===== src/rtl/ddr_burst_ctrl.sv =====
// ddr_burst_ctrl
//   Burst sequencer between the dual-clock FIFO controller and the DDR2
//   controller local interface. Takes one write or read burst at a time,
//   pops the write FIFO word by word, issues word-granular local commands,
//   forwards read returns to the read FIFO and pulses a finish strobe per
//   burst. Single clock domain (clk_ref).
//
//   Ports
//     clk_ref, rst                        clock, async active-high reset
//     wr_length/ddr_wr_req/ddr_wraddr     write burst request (length in words)
//     ddr_din, ddr_wr_ack                 write FIFO q / rdreq (one pulse per word)
//     ddr_wr_finish                       1-cycle pulse, write burst complete
//     rd_length/ddr_rd_req/ddr_rdaddr     read burst request
//     ddr_dout, ddr_rd_ack                read FIFO data / wrreq
//     ddr_rd_finish                       1-cycle pulse, all read words delivered
//     local_*                             DDR2 controller local interface
module ddr_burst_ctrl #(
   parameter int unsigned DATA_W = 32,
   parameter int unsigned ADDR_W = 25,
   parameter int unsigned LEN_W  = 10,
   parameter int unsigned GAP    = 2
) (
   input  logic              clk_ref,
   input  logic              rst,
   input  logic [LEN_W-1:0]  wr_length,
   input  logic [LEN_W-1:0]  rd_length,
   input  logic              ddr_wr_req,
   input  logic [ADDR_W-1:0] ddr_wraddr,
   input  logic [DATA_W-1:0] ddr_din,
   output logic              ddr_wr_ack,
   output logic              ddr_wr_finish,
   input  logic              ddr_rd_req,
   input  logic [ADDR_W-1:0] ddr_rdaddr,
   output logic [DATA_W-1:0] ddr_dout,
   output logic              ddr_rd_ack,
   output logic              ddr_rd_finish,
   input  logic              local_init_done,
   input  logic              local_ready,
   output logic [ADDR_W-1:0] local_address,
   output logic              local_write_req,
   output logic              local_read_req,
   output logic [DATA_W-1:0] local_wdata,
   input  logic [DATA_W-1:0] local_rdata,
   input  logic              local_rdata_valid
);

   localparam int unsigned CNT_W = LEN_W + 1;
   localparam int unsigned GAP_W = (GAP > 1) ? $clog2(GAP) : 1;

   typedef enum logic [2:0] {
      S_IDLE,
      S_WRITE,
      S_WR_FIN,
      S_READ,
      S_RD_WAIT,
      S_RD_FIN,
      S_GAP
   } state_t;

   state_t            state;
   logic [ADDR_W-1:0] base_addr;
   logic [CNT_W-1:0]  len;
   logic [CNT_W-1:0]  popped;     // FIFO words popped (write)
   logic [CNT_W-1:0]  accepted;   // commands accepted by the controller
   logic [CNT_W-1:0]  received;   // read returns seen
   logic              pend;       // a popped word is waiting for acceptance
   logic [GAP_W-1:0]  gap_cnt;
   logic              rd_ack_r;
   logic [DATA_W-1:0] dout_r;

   logic wr_ack;
   logic wr_accept;
   logic rd_issue;

   // A new word may be popped only when the previous one is either absent
   // or being accepted this cycle, so the command stays stable while stalled.
   assign wr_ack    = (state == S_WRITE) && (popped < len) && (!pend || local_ready);
   assign wr_accept = pend && local_ready;
   assign rd_issue  = (state == S_READ);

   assign ddr_wr_ack      = wr_ack;
   assign local_write_req = pend;
   assign local_read_req  = rd_issue;
   assign local_address   = base_addr + ADDR_W'(accepted);
   assign local_wdata     = (state == S_WRITE) ? ddr_din : '0;
   assign ddr_wr_finish   = (state == S_WR_FIN);
   assign ddr_rd_finish   = (state == S_RD_FIN);
   assign ddr_rd_ack      = rd_ack_r;
   assign ddr_dout        = dout_r;

   always_ff @(posedge clk_ref or posedge rst) begin
      if (rst) begin
         state     <= S_IDLE;
         base_addr <= '0;
         len       <= '0;
         popped    <= '0;
         accepted  <= '0;
         received  <= '0;
         pend      <= 1'b0;
         gap_cnt   <= '0;
         rd_ack_r  <= 1'b0;
         dout_r    <= '0;
      end else begin
         // Read return path runs in every state.
         rd_ack_r <= local_rdata_valid;
         dout_r   <= local_rdata;
         if (local_rdata_valid) received <= received + 1'b1;

         case (state)
            S_IDLE: begin
               if (local_init_done && ddr_wr_req) begin
                  base_addr <= ddr_wraddr;
                  len       <= CNT_W'(wr_length);
                  popped    <= '0;
                  accepted  <= '0;
                  pend      <= 1'b0;
                  state     <= (wr_length == '0) ? S_WR_FIN : S_WRITE;
               end else if (local_init_done && ddr_rd_req) begin
                  base_addr <= ddr_rdaddr;
                  len       <= CNT_W'(rd_length);
                  popped    <= '0;
                  accepted  <= '0;
                  received  <= '0;
                  pend      <= 1'b0;
                  state     <= (rd_length == '0) ? S_RD_FIN : S_READ;
               end
            end

            S_WRITE: begin
               if (wr_ack)    popped   <= popped + 1'b1;
               if (wr_accept) accepted <= accepted + 1'b1;
               if (wr_ack)
                  pend <= 1'b1;
               else if (local_ready)
                  pend <= 1'b0;
               // pend only clears on acceptance, so this means all words accepted
               if (!pend && (popped == len)) state <= S_WR_FIN;
            end

            S_WR_FIN: begin
               gap_cnt <= '0;
               state   <= (GAP == 0) ? S_IDLE : S_GAP;
            end

            S_READ: begin
               if (local_ready) begin
                  accepted <= accepted + 1'b1;
                  if (accepted == (len - 1'b1)) state <= S_RD_WAIT;
               end
            end

            S_RD_WAIT: begin
               // received reaches len in the same cycle ddr_rd_ack shows the
               // last word, so RD_FIN lands one cycle after it
               if (received == len) state <= S_RD_FIN;
            end

            S_RD_FIN: begin
               gap_cnt <= '0;
               state   <= (GAP == 0) ? S_IDLE : S_GAP;
            end

            S_GAP: begin
               if (gap_cnt == GAP_W'(GAP - 1))
                  state <= S_IDLE;
               else
                  gap_cnt <= gap_cnt + 1'b1;
            end

            default: state <= S_IDLE;
         endcase
      end
   end

endmodule


===== config.mk =====
export PLATFORM = sky130hd
export DESIGN_NAME = ddr_burst_ctrl
export DESIGN_NICKNAME = d
export VERILOG_FILES = /design/src/rtl/ddr_burst_ctrl.sv
export SDC_FILE = /design/constraint.sdc
export NUM_CORES = 1
export LEC_CHECK = 0
export BUFFER_PORTS_ARGS = -buffer_cell sky130_fd_sc_hd__buf_4
export CAP_MARGIN = 20
export CORE_UTILIZATION = 45
export DETAILED_ROUTE_END_ITERATION = 7
export PLACE_DENSITY = 0.86
export RECOVER_POWER = 25
export SYNTH_ARGS = -nofsm -noshare
export SYNTH_HDL_FRONTEND = slang
export SYNTH_SLANG_ARGS = --single-unit

===== constraint.sdc =====
create_clock -name clk_ref -period 3.35 [get_ports clk_ref]
set_clock_uncertainty 0.2 [all_clocks]
set_input_delay 0.1675 -clock clk_ref [delete_from_list [all_inputs] [get_ports clk_ref]]
set_output_delay 0.1675 -clock clk_ref [all_outputs]
set_load 0.01 [all_outputs]

==> results.yml <==
detailed_routing:
  viasPerCell: 5.432
  wl_per_cell_um: 17.59
  dr.pass1.iters: 5
  drt_iter0_drc: 352
  vias: 6361
  drt-total-wl_um: 20600
  ant_nets: 0
  drc_errors: 0
sta:
  maxSlewHeadroom_pct: -38.10
  clock.fmax_ghz: 0.3081
  final_max_slew_viol_count: 57
  setup_tns_ns: 0
  fin_ws_ns: 0.1047
  min_period_ns: 3.245
  setup_viol: 0
  max_slew.worst_pin.slew_ns: 2.069
  grt_setup_unrepaired: "no"
  hold_viol: 0
  period_share_pct: 96.87
finish:
  seq_area_mm2: 0.002654
  final_common_cell: "buf_4"
  multi_input_comb_area_mm2: 0.003357
  syn_to_final_growth_pct: 52.23
  final_cell_mix: "buf_4, dfrtp_1, dlygate4sd3_1"
  fin_util_pct: 70.97
  antenna_cells: 0
  drive_gt1_share_pct: 26.43
  n_fill_cell: 934
  final_nets: 1157
critical_path:
  start_kind: "flop"
  setup.worst_path.end_class: "output pin"
  crit_path_cell_trace: "ha_1 -> fa_1 -> a21o_1 -> a21oi_2 -> o21bai_2 -> a311o_1 -> a41oi_1 -> a21oi_1 -> buf_4"
  crit_arrival_ns: 2.88
  path_depth: 9
  r2r_cells: 8
  cp_slowest_stage_delay_ns: 0.46
  rrSetupSlack_ns: 0.67
  slowest_stage: "dfrtp_2"
  crit_type: "flop to output pin"
  worst-endpoint-required_ns: 2.98
  crit_fanout: 7
  cp_num_buf_inv: 1
  crit_family: "compound AO/OA/AOI/OAI gates"
global_routing:
  grt_max_degree: 57
  grt_pass1_vias: 6803
  grt_pass1_wl_um: 33180
  grtUsageTotal_pct: 29.56
  antenna_found_initial: 0
  grt-ovfl-total: 0
clocking:
  cts_root_buf: "clkbuf_16"
  clockBufferDepth: 2
  cts_sinks: 106
  numCtsBuffers: 9
  clkTransAtPathRegs_ns: 0.08
  cts_tree: "yes"
  h-tree-depth: 3
  cts_post_setup_buffers_inserted: 0
  worstSkewPairLatency_ns: 0.37
logic_synthesis:
  synthFlopType: "dfrtp_1"
  yosysSeqAreaShare_pct: 42.46
  synth_edf_count: 0
  ys_warn_count: 0
  synth_seq_cells: 106
  synthDistinctLibCells: 68
  async_flop_share_pct: 100.0
  avgSynthCellArea_um2: 9.466
  syn_nets: 827
  syn_inst: 660
  syn_area_mm2: 0.006247
die:
  ios: 236
  die_y_um: 119.8
  start_util_pct: 46.62
  die_x_um: 119.8
  dieArea_mm2: 0.01436
  coreArea_mm2: 0.01340
  num_rows: 42
power_and_ir_drop:
  powerDensity_mw_per_mm2: 617.2
  pwr-share-comb_pct: 46.3
  seq_power_share_pct: 34.8
  fin_total_pwr_mw: 5.870
  swShare_pct: 40.75
  p_leak_nw: 4.651
  worst_ir_drop_vdd_uv: 417.4
  p_int_mw: 3.478
  power.switching_mw: 2.392
  p_clk_share_pct: 18.9
run:
  drv_cap: 1
placed_design:
  place_hpwl_um: 13610
  globalplace.congestion: 0.9424
  dp_worst_setup_slack_ns: 0.5052
  io_buffers: 235
outcome:
  violations: "max-capacitance violations, max-slew violations"
  status: "finished with violations"
min_path:
  min_path_cells: 4
  hp-class: "primary input to flop"
cell type report:
type / count / share of cell area [%]
clock buffers: 9 / 2.368
clock inverters: 7 / 0.8815
inverters: 27 / 1.066
multi-input cells: 493 / 35.30
flip-flops and latches: 106 / 27.90
well taps: 176 / 2.315
repair buffers: 353 / 30.17
cells by family after synthesis:
group | share of synthesized area [%]
adders and majority gates | 5.327
AOI/OAI and AO/OA | 12.86
and+or+nand+nor | 20.45
muxes | 7.070
DFF | 42.46
buffers and inverters | 3.986
xor gates and xnor gates | 7.851
worst reg2reg max path, delay by kind of cell (launching register included):
kind	cells	cell delay, ns
AND/OR/NAND/NOR	3	0.59
AO/OA/AOI/OAI	2	0.53
flip-flops	1	0.51
multiplexers	1	0.35
adder cells (fa/ha/maj)	1	0.28
buffers and inverters	1	0.11
per-layer routing:
layer  GRT usage [%]  wire (µm)  vias up
li1                -          -     2985
met1           34.48       7932     3007
met2           51.91      10530      304
met3           6.226       1414       65
met4           13.44        715        0
met5               0          0        -
state kept, by name, summed over array words and instances, names as in the netlist:
name / flops
accepted: 11
base_addr: 25
ddr_dout: 32
ddr_rd_ack: 1
gap_cnt: 1
len: 10
local_write_req: 1
popped: 11
received: 11
state: 3
worst paths after layout:
check,start,endpoint
max reg2reg,len[0],state[0]
min,ddr_rd_req,received[5]
min reg2reg,base_addr[6],base_addr[6]
max in group asynchronous,rst,accepted[0]
min in group asynchronous,rst,ddr_dout[15]
max,accepted[0],local_address[14]
stage by stage:
stage          cell area [µm²]  hold slack [ns]  instances
2_1_floorplan             6247        -0.001070        660
3_3_place_gp              8193          0.07699       1049
3_5_place_dp              8193          0.07779       1049
4_1_cts                   9553           0.1336       1170
5_1_grt                   9510           0.1866       1171
6_report                  9510           0.1361       1171
synthesized netlist by cell type (all sizes together), types with 10 or more instances:
cell,number,area (µm²)
inv,27,101.4
nand3,19,100.1
nand4,12,75.07
o21ai,52,260.3
a21oi,17,85.08
mux2i,43,430.4
dfrtp,106,2653
nor3,20,116.4
clkbuf,24,90.09
ha,25,312.8
buf,10,57.55
xor2,17,148.9
xnor2,39,341.6
and2,32,200.2
nand2,69,259.0
nor2,37,138.9
repair_timing:
item	in CTS	in global routing
hold endpoints to repair	124	0
setup endpoints to repair	0	4
resized for setup	0	3
hold buffers	105	0
power groups by stage:
stage / clock (mW) / combinational [mW] / sequential [mW]
after global routing: 1.17 / 2.97 / 2.09
after global placement: 0 / 2.47 / 2.03
after floorplan: 0 / 1.73 / 1.86
after CTS: 1.11 / 2.67 / 2.02
final: 1.11 / 2.72 / 2.04
after detailed placement: 0 / 2.54 / 2.04
No activity file was read; power rests on OpenSTA's default activity.
